===== config.mk =====
export PLATFORM = sky130hd
export DESIGN_NAME = mole_scheduler_flat
export DESIGN_NICKNAME = d
export VERILOG_FILES = /design/src/rtl/mole_scheduler_if.sv /design/src/rtl/mole_scheduler.sv /design/src/flat_wrapper.sv
export SDC_FILE = /design/constraint.sdc
export NUM_CORES = 1
export LEC_CHECK = 0
export CAP_MARGIN = 10
export CORE_ASPECT_RATIO = 0.7
export CORE_UTILIZATION = 54
export DETAILED_ROUTE_END_ITERATION = 8
export PLACE_DENSITY = 0.89
export SYNTH_ARGS = -nofsm -noshare
export SYNTH_HDL_FRONTEND = slang
export SYNTH_SLANG_ARGS = --single-unit

===== constraint.sdc =====
create_clock -name clk -period 3.6 [get_ports clk]
set_clock_uncertainty 0.15 [all_clocks]
set_input_delay 0.36 -clock clk [delete_from_list [all_inputs] [get_ports clk]]
set_output_delay 0.36 -clock clk [all_outputs]
set_load 0.03 [all_outputs]

===== src/rtl/mole_scheduler_if.sv =====
// Control/status bundle between the game controller and the mole scheduler.
// master drives the game inputs; slave is the scheduler that produces mole status.
interface mole_scheduler_if;
    logic       start;
    logic       game_end;
    logic       hit;
    logic [2:0] rand_seg;
    logic       mole_valid;
    logic [2:0] mole_seg;
    logic       mole_new;
    logic [2:0] level;
    logic [7:0] hits;
    logic [7:0] misses;
    logic       sched_over;

    modport master (
        output start, game_end, hit, rand_seg,
        input  mole_valid, mole_seg, mole_new, level, hits, misses, sched_over
    );

    modport slave (
        input  start, game_end, hit, rand_seg,
        output mole_valid, mole_seg, mole_new, level, hits, misses, sched_over
    );
endinterface


===== src/rtl/mole_scheduler.sv =====
// Whack-a-mole scheduler: gap/show sequencing, segment choice, hit/miss counting, levels.
// Optional macro SCHED_MISS_LIMIT_EN ends the game once misses reach MISS_LIMIT.
module mole_scheduler #(
    parameter int unsigned CNT_W      = 24,
    parameter int unsigned GAP_CYCLES = 200000,
    parameter int unsigned BASE_LIFE  = 8000000,
    parameter int unsigned LIFE_DEC   = 1000000,
    parameter int unsigned MIN_LIFE   = 1000000,
    parameter int unsigned LEVEL_STEP = 4,
    parameter int unsigned MISS_LIMIT = 5
) (
    input  logic             clk,
    input  logic             rst_n,
    mole_scheduler_if.slave  bus
);
    localparam int unsigned LIFE_W = CNT_W + 3;
    localparam logic [LIFE_W-1:0] BASE_L   = LIFE_W'(BASE_LIFE);
    localparam logic [LIFE_W-1:0] MIN_L    = LIFE_W'(MIN_LIFE);
    localparam logic [CNT_W-1:0]  GAP_LOAD = CNT_W'(GAP_CYCLES - 1);
    localparam logic [7:0]        MISS_L   = 8'(MISS_LIMIT);
`ifdef SCHED_MISS_LIMIT_EN
    localparam bit LIMIT_EN = 1'b1;
`else
    localparam bit LIMIT_EN = 1'b0;
`endif

    typedef enum logic [1:0] {S_IDLE, S_GAP, S_SHOW, S_DONE} state_e;

    state_e           state_q, state_d;
    logic [CNT_W-1:0] cnt_q, cnt_d;
    logic [2:0]       seg_q, seg_d;
    logic [2:0]       level_q, level_d;
    logic [7:0]       hits_q, hits_d;
    logic [7:0]       misses_q, misses_d;
    logic             valid_q, valid_d;
    logic             new_q, new_d;
    logic             over_q, over_d;

    logic [LIFE_W-1:0] life_dec, life_raw, life;
    logic [2:0]        seg_norm, seg_pick;
    logic [8:0]        hits_inc;
    logic [7:0]        misses_inc;
    logic              level_up;

    // Lifetime for the current level, segment pick, saturating counter increments
    always_comb begin
        life_dec   = LIFE_W'(LIFE_DEC) * LIFE_W'(level_q);
        life_raw   = (BASE_L > life_dec) ? (BASE_L - life_dec) : '0;
        life       = (life_raw > MIN_L) ? life_raw : MIN_L;
        seg_norm   = (bus.rand_seg == 3'd7) ? 3'd0 : bus.rand_seg;
        seg_pick   = (seg_norm != seg_q) ? seg_norm :
                     (seg_norm == 3'd6)  ? 3'd0 : (seg_norm + 3'd1);
        hits_inc   = 9'(hits_q) + 9'd1;
        level_up   = ((32'(hits_inc) % LEVEL_STEP) == 32'd0);
        misses_inc = (misses_q == 8'hFF) ? misses_q : (misses_q + 8'd1);
    end

    always_comb begin
        state_d  = state_q;
        cnt_d    = cnt_q;
        seg_d    = seg_q;
        level_d  = level_q;
        hits_d   = hits_q;
        misses_d = misses_q;
        case (state_q)
            S_IDLE, S_DONE: begin
                if (bus.start) begin
                    state_d  = S_GAP;
                    cnt_d    = GAP_LOAD;
                    hits_d   = '0;
                    misses_d = '0;
                    level_d  = '0;
                end
            end
            S_GAP: begin
                if (bus.game_end) begin
                    state_d = S_DONE;
                end else if (cnt_q == '0) begin
                    state_d = S_SHOW;
                    seg_d   = seg_pick;
                    cnt_d   = CNT_W'(life - LIFE_W'(1));
                end else begin
                    cnt_d = cnt_q - CNT_W'(1);
                end
            end
            S_SHOW: begin
                // game_end beats hit, hit beats timeout
                if (bus.game_end) begin
                    state_d = S_DONE;
                end else if (bus.hit) begin
                    state_d = S_GAP;
                    cnt_d   = GAP_LOAD;
                    hits_d  = hits_inc[8] ? 8'hFF : hits_inc[7:0];
                    if (level_up && (level_q != 3'd7)) level_d = level_q + 3'd1;
                end else if (cnt_q == '0) begin
                    misses_d = misses_inc;
                    cnt_d    = GAP_LOAD;
                    state_d  = (LIMIT_EN && (misses_inc == MISS_L)) ? S_DONE : S_GAP;
                end else begin
                    cnt_d = cnt_q - CNT_W'(1);
                end
            end
            default: state_d = S_IDLE;
        endcase
        valid_d = (state_d == S_SHOW);
        new_d   = (state_q == S_GAP) && (state_d == S_SHOW);
        over_d  = (state_d == S_DONE);
    end

    always_ff @(posedge clk or negedge rst_n) begin
        if (!rst_n) begin
            state_q  <= S_IDLE;
            cnt_q    <= '0;
            seg_q    <= '0;
            level_q  <= '0;
            hits_q   <= '0;
            misses_q <= '0;
            valid_q  <= 1'b0;
            new_q    <= 1'b0;
            over_q   <= 1'b0;
        end else begin
            state_q  <= state_d;
            cnt_q    <= cnt_d;
            seg_q    <= seg_d;
            level_q  <= level_d;
            hits_q   <= hits_d;
            misses_q <= misses_d;
            valid_q  <= valid_d;
            new_q    <= new_d;
            over_q   <= over_d;
        end
    end

    assign bus.mole_valid = valid_q;
    assign bus.mole_seg   = seg_q;
    assign bus.mole_new   = new_q;
    assign bus.level      = level_q;
    assign bus.hits       = hits_q;
    assign bus.misses     = misses_q;
    assign bus.sched_over = over_q;
endmodule


===== src/flat_wrapper.sv =====
// flat-port wrapper written by rule: the top's interface ports become plain ports
module mole_scheduler_flat 
#(
    parameter int unsigned CNT_W      = 24,
    parameter int unsigned GAP_CYCLES = 200000,
    parameter int unsigned BASE_LIFE  = 8000000,
    parameter int unsigned LIFE_DEC   = 1000000,
    parameter int unsigned MIN_LIFE   = 1000000,
    parameter int unsigned LEVEL_STEP = 4,
    parameter int unsigned MISS_LIMIT = 5
)
  (clk, rst_n, bus_start, bus_game_end, bus_hit, bus_rand_seg, bus_mole_valid, bus_mole_seg, bus_mole_new, bus_level, bus_hits, bus_misses, bus_sched_over);
  mole_scheduler_if bus_i ();
  input  logic clk;
  input  logic rst_n;
  input wire logic [$bits(bus_i.start)-1:0] bus_start;
  input wire logic [$bits(bus_i.game_end)-1:0] bus_game_end;
  input wire logic [$bits(bus_i.hit)-1:0] bus_hit;
  input wire logic [$bits(bus_i.rand_seg)-1:0] bus_rand_seg;
  output wire logic [$bits(bus_i.mole_valid)-1:0] bus_mole_valid;
  output wire logic [$bits(bus_i.mole_seg)-1:0] bus_mole_seg;
  output wire logic [$bits(bus_i.mole_new)-1:0] bus_mole_new;
  output wire logic [$bits(bus_i.level)-1:0] bus_level;
  output wire logic [$bits(bus_i.hits)-1:0] bus_hits;
  output wire logic [$bits(bus_i.misses)-1:0] bus_misses;
  output wire logic [$bits(bus_i.sched_over)-1:0] bus_sched_over;
  assign bus_i.start = bus_start;
  assign bus_i.game_end = bus_game_end;
  assign bus_i.hit = bus_hit;
  assign bus_i.rand_seg = bus_rand_seg;
  assign bus_mole_valid = bus_i.mole_valid;
  assign bus_mole_seg = bus_i.mole_seg;
  assign bus_mole_new = bus_i.mole_new;
  assign bus_level = bus_i.level;
  assign bus_hits = bus_i.hits;
  assign bus_misses = bus_i.misses;
  assign bus_sched_over = bus_i.sched_over;
  mole_scheduler #(.CNT_W(CNT_W), .GAP_CYCLES(GAP_CYCLES), .BASE_LIFE(BASE_LIFE), .LIFE_DEC(LIFE_DEC), .MIN_LIFE(MIN_LIFE), .LEVEL_STEP(LEVEL_STEP), .MISS_LIMIT(MISS_LIMIT)) u_core (.clk(clk), .rst_n(rst_n), .bus(bus_i));
endmodule

=== Word-level counts from Yosys, hierarchy flattened ===
Cells that the tools add are included.

* Output and inout port bits: 25
* Logic and storage cells: 84
* Register bits: 51

* Reductions and logical operators: 12
* Bitwise operators: 1
* Multiplexer cells: 34
* Equality and inequality tests: 18
* $mul: 1
* Order comparisons: 2
* Add/subtract/negate cells: 7

{| class="wikitable"
|+ Operators by type and width
! kind !! number
|-
| $mux 24 || 7
|-
| $pmux 24 s3 || 1
|-
| $mux 8 || 8
|-
| $sub 24x1->24 const B || 2
|-
| $logic_not 32->1 || 1
|-
| $pmux 8 s2 || 2
|-
| $gt 27x20->1 const B || 1
|-
| $mux 27 || 1
|-
| $logic_not 24->1 || 1
|-
| $sub 23x23->24 const A || 1
|-
| $gt 23x23->1 const A || 1
|-
| $mux 3 || 7
|-
| $mul 14x3->17 const A || 1
|-
| $mux 2 || 6
|-
| $ne 2x2->1 const B || 6
|-
| $add 8x1->9 const B || 1
|-
| $add 8x1->8 const B || 1
|-
| $eq 2x2->1 const B || 4
|-
| $eq 8x8->1 const B || 1
|-
| $add 3x1->3 const B || 2
|-
| $eq 3x3->1 const B || 2
|-
| $pmux 2 s3 || 1
|-
| $pmux 3 s2 || 1
|-
| $reduce_and 3->1 || 2
|-
| 12 further kinds || 14
|}

=== Logic depth before layout (Yosys ltp) ===
Gate-level depths: netlist of the first run.

* Depth after elaboration: 9
* Gate-level depth with buffers: 14
* Depth with buffers taken out: 12

=== Worst setup path before layout of the first run ===
No wires, ideal clock.

* Kind: register -> register
* Start: register u_core.level_q[0] (netlist: u_core.bus.level[0])
* End: register u_core.cnt_q[14]
* Buffers on the path: 2
* Path slack: -0.564 ns
* Stages on the path, launching flop included: 15
* Arrival time: 3.893 ns
* Library setup time: 0.122 ns
* Cells stage by stage: dfrtp_1 clkbuf_1 inv_1 ha_1 ha_1 fa_1 inv_1 a211oi_1 o21ai_0 nor2_1 clkbuf_1 nor2_1 o41ai_2 o21ai_1 a32o_1

* Cells in the longest elaborated chain, start to end: 9

{| class="wikitable"
|+ RTL lines
! what !! RTL line !! text
|-
| start: declaration || mole_scheduler.sv:32 || <nowiki>logic [2:0] level_q, level_d;</nowiki>
|-
| start signal: assignment || mole_scheduler.sv:125 || <nowiki>level_q <= level_d;</nowiki>
|-
| $mul 14x3->17 * || mole_scheduler.sv:47 || <nowiki>life_dec = LIFE_W'(LIFE_DEC) * LIFE_W'(level_q);</nowiki>
|-
| $sub 23x23->24 or $gt 23x23->1 (tied branches) || mole_scheduler.sv:48 || <nowiki>life_raw = (BASE_L > life_dec) ? (BASE_L - life_dec) : '0;</nowiki>
|-
| $mux 27 * || mole_scheduler.sv:48 ||
|-
| $gt 27x20->1 || mole_scheduler.sv:49 || <nowiki>life = (life_raw > MIN_L) ? life_raw : MIN_L;</nowiki>
|-
| $mux 24 * || mole_scheduler.sv:49 ||
|-
| $sub 24x1->24 * || mole_scheduler.sv:81 || <nowiki>cnt_d = CNT_W'(life - LIFE_W'(1));</nowiki>
|-
| $mux 24 * || mole_scheduler.sv:78 || <nowiki>end else if (cnt_q == '0) begin</nowiki>
|-
| $mux 24 * || mole_scheduler.sv:76 || <nowiki>if (bus.game_end) begin</nowiki>
|-
| $pmux 24 s3 * || mole_scheduler.sv:65 || <nowiki>case (state_q)</nowiki>
|-
| end signal: assignment || mole_scheduler.sv:123 || <nowiki>cnt_q <= cnt_d;</nowiki>
|-
| end: declaration || mole_scheduler.sv:30 || <nowiki>logic [CNT_W-1:0] cnt_q, cnt_d;</nowiki>
|}

Mark *: on every way between the ends. The rest lies on a longest branch, timed or not. The select of a mux whose other input is x is not followed.
A chain may end at the register's enable or synchronous reset.

=== Worst setup path after layout of the first run ===
* Start: register u_core.level_q[1] (netlist: u_core.bus.level[1])
* End: register u_core.cnt_q[9]

The elaborated chain is that of the path after synthesis.

==> results of run 1 <==
[cell usage after synthesis, drive strengths merged, types with 5 or more instances]
| cell | number | area share (%) |
|---|---|---|
| nand4 | 8 | 1.2 |
| a21oi | 47 | 5.7 |
| clkbuf | 19 | 1.8 |
| nor2 | 61 | 5.6 |
| or3 | 7 | 1.3 |
| and3 | 9 | 1.4 |
| o22a | 6 | 1.3 |
| buf | 6 | 0.84 |
| dfrtp | 51 | 31 |
| xor2 | 12 | 2.5 |
| a31oi | 13 | 2.0 |
| xnor2 | 16 | 3.4 |
| nor3 | 20 | 2.6 |
| nand2b | 6 | 0.90 |
| o31ai | 7 | 1.3 |
| and2 | 5 | 0.75 |
| nor4 | 8 | 1.2 |
| o21ai | 47 | 5.7 |
| nand2 | 32 | 2.9 |
| ha | 19 | 5.7 |
| nand3 | 14 | 1.7 |
| o22ai | 8 | 1.4 |
| inv | 19 | 1.7 |
| or2 | 6 | 0.90 |
[per-layer routing]
| metal | share of wire (%) | vias to the layer above |
|---|---|---|
| met4 | 1.4 | 0 |
| met5 | 0 | - |
| li1 | - | 1988 |
| met1 | 43 | 2095 |
| met3 | 9.6 | 28 |
| met2 | 46 | 250 |
[cell families (layout without fill, tap and decap cells)]
logic type,Yosys count,in the layout
DFF,51,51
muxes,4,4
buffers and inverters,44,83
AOI/OAI and AO/OA,177,177
and+or+nand+nor,193,193
adders and majority gates,22,22
xor gates and xnor gates,28,28
[state kept, by name, indices dropped and copies added (netlist names)]
name                   cells
u_core.bus.mole_seg        3
u_core.bus.misses          8
u_core.cnt_q              24
u_core.bus.hits            8
u_core.state_q             2
u_core.bus.mole_valid      1
u_core.bus.mole_new        1
u_core.bus.sched_over      1
u_core.bus.level           3
[report_power, final]
part / leakage [nW] / switching, mW / internal (mW)
Combinational: 1.31 / 0.877 / 0.477
Clock: 0.0463 / 0.225 / 0.143
Sequential: 0.668 / 0.129 / 0.680
Total: 2.02 / 1.23 / 1.30
[path summary, 6_finish.rpt]
path,start,end,cells after the start
setup reg to reg,u_core.bus.level[1],u_core.cnt_q[9],10
min in group clk,u_core.cnt_q[10],u_core.cnt_q[10],1
hold reg to reg,u_core.cnt_q[10],u_core.cnt_q[10],1
max in group asynchronous,rst_n,u_core.bus.level[2],3
setup / recovery,u_core.bus.level[1],u_core.cnt_q[9],10
hold / removal,rst_n,u_core.cnt_q[19],2
[worst register-to-register path, stage by stage, from the launching register on]
cell and delay [ns]:
dfrtp_2 0.45, fa_2 0.63, ha_2 0.34, a21oi_2 0.24
and3b_1 0.28, o2111ai_1 0.16, xnor2_1 0.35, o311a_1 0.28
nor2_1 0.10, a31o_2 0.25, o21ai_0 0.16
[timing repair]
item                                    in CTS  in global routing
resized for setup                            5                 19
buffers inserted                             0                  2
hold endpoints to repair                    24                  0
hold buffers                                 1                  0
endpoints found under the setup margin       4                 10
pin swaps                                    0                 10
[layout make-up]
type,count,area (um2)
clock buffers,5,68.8
flip-flops and latches,51,1280
well taps,98,123
multi-input cells,424,2870
clock inverters,3,27.5
repair buffers,56,502
fillers,556,2440
inverters,19,73.8
[metrics by stage]
| step | setup TNS (ns) | instances | util (%) | hold slack, ns |
|---|---|---|---|---|
| after global placement | 0 | 645 | 64.0 | 0.217 |
| after global routing | 0 | 656 | 67.0 | 0.439 |
| after detailed placement | -0.0422 | 645 | 64.0 | 0.240 |
| after floorplan | 0 | 519 | - | -0.0856 |
| final | 0 | 656 | 67.0 | 0.403 |
| after CTS | 0 | 654 | 65.6 | 0.393 |
==> out/summary.txt, run 1 <==
Critical path data arrival time: 3.55 ns
Height of the chip: 75.5 um
Core outline area: 7380 um2
Grt met3 use: 5.73%
Reg2reg setup slack: 0.14 ns
Max Cap Viol: 0
Area after DPL: 4730 um2
Status: finished, final reports clean
Leak pwr: 2.02 nW
Synth async-reset ratio: 100%
Final Critical Period: 3.46 ns
Vias per cell: 6.65
Fin nets: 587
Busiest grt layer: met2
Post-synthesis sequential area ratio: 30.7%
Worst-path maximum fanout: 5
Post-DP HPWL: 8.59 mm
Pins Over Slew Limit: 0
RSZ-0062 raised after global routing: false
Post-synthesis xor/xnor area fraction: 5.89%
Clock net sink count: 51
Net count after synthesis: 549
CTS tree: built
Main combinational cell family by area after synthesis: compound AO/OA/AOI/OAI gates
WP data required: 3.69 ns
Avg Cell Area, Syn: 8.02 um2
First-pass GRT wire length: 19.3 mm
Yosys reg bits: 51
Buf/Inv on CP: 0
DRT antenna net count: 0
Routed len/inst: 18.1 um
CP endpoint kind: register
Final worst slack: 0.142 ns
GRT Total Usage: 30.2%
Critical path's top delay family: compound AO/OA/AOI/OAI gates
Synth Area in Compound Gates: 27.5%
Fmax: 289 MHz
Met2 global-route usage: 48.8%
DR DRC count: 0
Pin count of the biggest net entering global routing: 28
Die W: 107 um
Tightest Pin Transition: 0.800 ns
Ys flop type: dfrtp_1
Clock transition at the registers of the reported paths: 0.11 ns
Maximum vdd drop: 402 uV
Slowest-stage cell, CP: fa_2
Simple-Gate Fraction of Synth Area: 23.5%
Worst-Skew Late Latency: 0.32 ns
I/O Buffers: 32
Row count: 26
Starting density of the core: 56.4%
Number of global-route vias before repair: 3992
Final hold vios: 0
Most common cell after layout, fill and taps aside: nor2_1
DR pass1 iterations: 6
Clock H-tree levels: 2
Number of enable flip-flop cells after synthesis: 0
Design area: 4950 um2
Most frequent cells in the layout: nor2_1, dfrtp_1, a21oi_1, o21ai_0, nand2_1
CTS Buf Count: 5
N_diodes: 0
Synth Instances: 519
Pwr dens: 512 nW/um2
DRT Wirelength: 11.9 mm
Pre-CTS WS: -0.0393 ns
RD Place Congestion: 0.951
Clk Tree Root Cell: clkbuf_8
Met1 GRT Util: 42.0%
Yosys warns: 0
Setup CP Type: register to register
Vias after detailed routing: 4361
Final period util: 96.1%
Layout cells sized above 1: 14.7%
Io pins: 33
Worst setup SP type: register
Multiplexer area fraction after synthesis: 0.962%
Die area: 8070 um2
Remaining Overflow, GRT: 0
Area Overhead vs Synth: 18.8%
Max_slew headroom: 46.1%
Delay of the slowest critical-path stage: 0.63 ns
Synth Area in Adders: 7.15%
Initial DRC count: 576
Initial antenna violation count: 0
Max clock buf depth: 2
Distinct cells, synth: 70
Tot Pwr: 2.53 mW
Worst min path class: input port to asynchronous set/reset pin
Final count of negative-setup-slack endpoints: 0
CP Cell Sequence: fa_2 > ha_2 > a21oi_2 > and3b_1 > o2111ai_1 > xnor2_1 > o311a_1 > nor2_1 > a31o_2 > o21ai_0
Mapped cell area: 4160 um2
(Power assumes the default switching activity.)
==> run 2: changes to the inputs <==
Settings changed: CORE_MARGIN set to 2, PLACE_DENSITY 0.89 to 0.78.
==> out/summary.txt, run 2 (same netlist as run 1, synthesis figures left out) <==
Status: finished, final reports clean
CTS tree: built
Reg2reg setup slack: 0.08 ns
Final count of negative-setup-slack endpoints: 0
Final setup TNS: 0 ns
Initial DRC count: 425
CP Cell Sequence: fa_2 > fa_2 > inv_4 > a21oi_1 > nor2_1 > o22ai_1 > o311ai_4 > and2_4 > buf_4 > o21ai_0 > a21oi_1
Post-Route Utilization: 67.0%
Layout cells sized above 1: 14.8%
Cells on worst reg2reg path: 11
Min Hold Slack: 0.364 ns
Row count: 26
Clock H-tree levels: 2
WP data required: 3.63 ns
GRT Total Usage: 28.5%
Clk Tree Root Cell: clkbuf_8
Fin nets: 590
Most frequent cells in the layout: nor2_1, dfrtp_1, a21oi_1, o21ai_0, nand2_1
First-pass GRT wire length: 19.2 mm
Final hold vios: 0
Remaining Overflow, GRT: 0
CTS Buf Count: 5
Routed len/inst: 17.6 um
N_diodes: 0
Pre-CTS WS: -0.243 ns
Number of global-route vias before repair: 3906
Io pins: 33
Clock net sink count: 51
Final period util: 97.7%
Final Critical Period: 3.52 ns
Pins Over Slew Limit: 0
Initial antenna violation count: 0
Maximum vdd drop: 439 uV
Worst setup SP type: register
Final worst slack: 0.0814 ns
Die area: 8440 um2
Height of the chip: 77.5 um
I/O Buffers: 32
Worst-Skew Late Latency: 0.32 ns
DR pass1 iterations: 5
CP endpoint kind: register
Pwr dens: 509 nW/um2
RR Startpoint: u_core.bus.level[0]
Most common cell after layout, fill and taps aside: nor2_1
DRT antenna net count: 0
Vias after detailed routing: 4247
Area Overhead vs Synth: 18.9%
R2R Path End: u_core.cnt_q[11]
Worst min path class: input port to asynchronous set/reset pin
Tightest Pin Transition: 0.750 ns
Die W: 109 um
Most flops, register: u_core.cnt_q
Vias per cell: 6.44
Max_slew headroom: 50.0%
Post-DP HPWL: 8.74 mm
Max clock buf depth: 2
DRT Wirelength: 11.6 mm
Leak pwr: 2.04 nW
Max Cap Viol: 0
RD Place Congestion: 0.964
Clock transition at the registers of the reported paths: 0.11 ns
Delay of the slowest critical-path stage: 0.65 ns
Setup CP Type: register to register
Pin count of the biggest net entering global routing: 33
Slowest-stage cell, CP: fa_2
Fmax: 284 MHz
DR DRC count: 0
Max reg flops: 24
Worst-path maximum fanout: 6
Critical path data arrival time: 3.55 ns
Starting density of the core: 56.4%
Core outline area: 7380 um2
run 2: metrics by stage:
step | std cells | power (mW) | area (um2)
final | 659 | 2.52 | 4950
after global routing | 659 | 2.69 | 4950
after CTS | 657 | 2.49 | 4880
after detailed placement | 648 | 2.12 | 4750
after global placement | 648 | 2.08 | 4750
after floorplan | 519 | 1.73 | 4250
run 2: how the worst max path moves through the flow:
stage | from | to
2_1_floorplan | u_core.bus.level[0] | u_core.cnt_q[14]
3_3_place_gp | u_core.bus.level[0] | u_core.cnt_q[13]
3_5_place_dp | u_core.bus.level[0] | u_core.cnt_q[13]
4_1_cts | u_core.bus.level[0] | u_core.cnt_q[13]
5_1_grt | u_core.bus.level[1] | u_core.cnt_q[14]
6_report | u_core.bus.level[0] | u_core.cnt_q[11]
run 2: what timing repair did:
| item | in CTS | in global routing |
|---|---|---|
| endpoints found under the hold margin | 19 | 0 |
| gates resized for setup | 7 | 13 |
| hold buffers | 1 | 0 |
| pin swaps | 0 | 8 |
| setup endpoints to repair | 9 | 12 |
| buffers inserted | 0 | 2 |
run 2: worst max-delay path: cells and delay by family, from the launching register on:
kind,cells,cell delay [ns]
AND/OR/NAND/NOR,2,0.32
flip-flops,1,0.47
adder cells (fa/ha/maj),2,1.16
buffers and inverters,2,0.20
AO/OA/AOI/OAI,5,1.08
run 2: metal layers:
metal	GRT usage, %	wire length, um	part of all wire, %	vias to the layer above
li1	-	-	-	1995
met2	40.3	5030	43	212
met3	5.55	1060	9.1	20
met5	0	0	0	-
met4	7.82	158	1.4	0
met1	43.9	5370	46	2020
run 2: cell type report:
class                      count  area, um2
multi-input combinational    424       2860
timing repair buffer          59        520
inverter                      19       73.8
clock inverter                 3       27.5
sequential                    51       1280
tap                           98        123
fill                         607       2430
clock buffer                   5       68.8
run 2: power breakdown:
| part | internal, mW | switching (mW) |
|---|---|---|
| Sequential | 0.680 | 0.124 |
| Combinational | 0.482 | 0.871 |
| Clock | 0.143 | 0.216 |
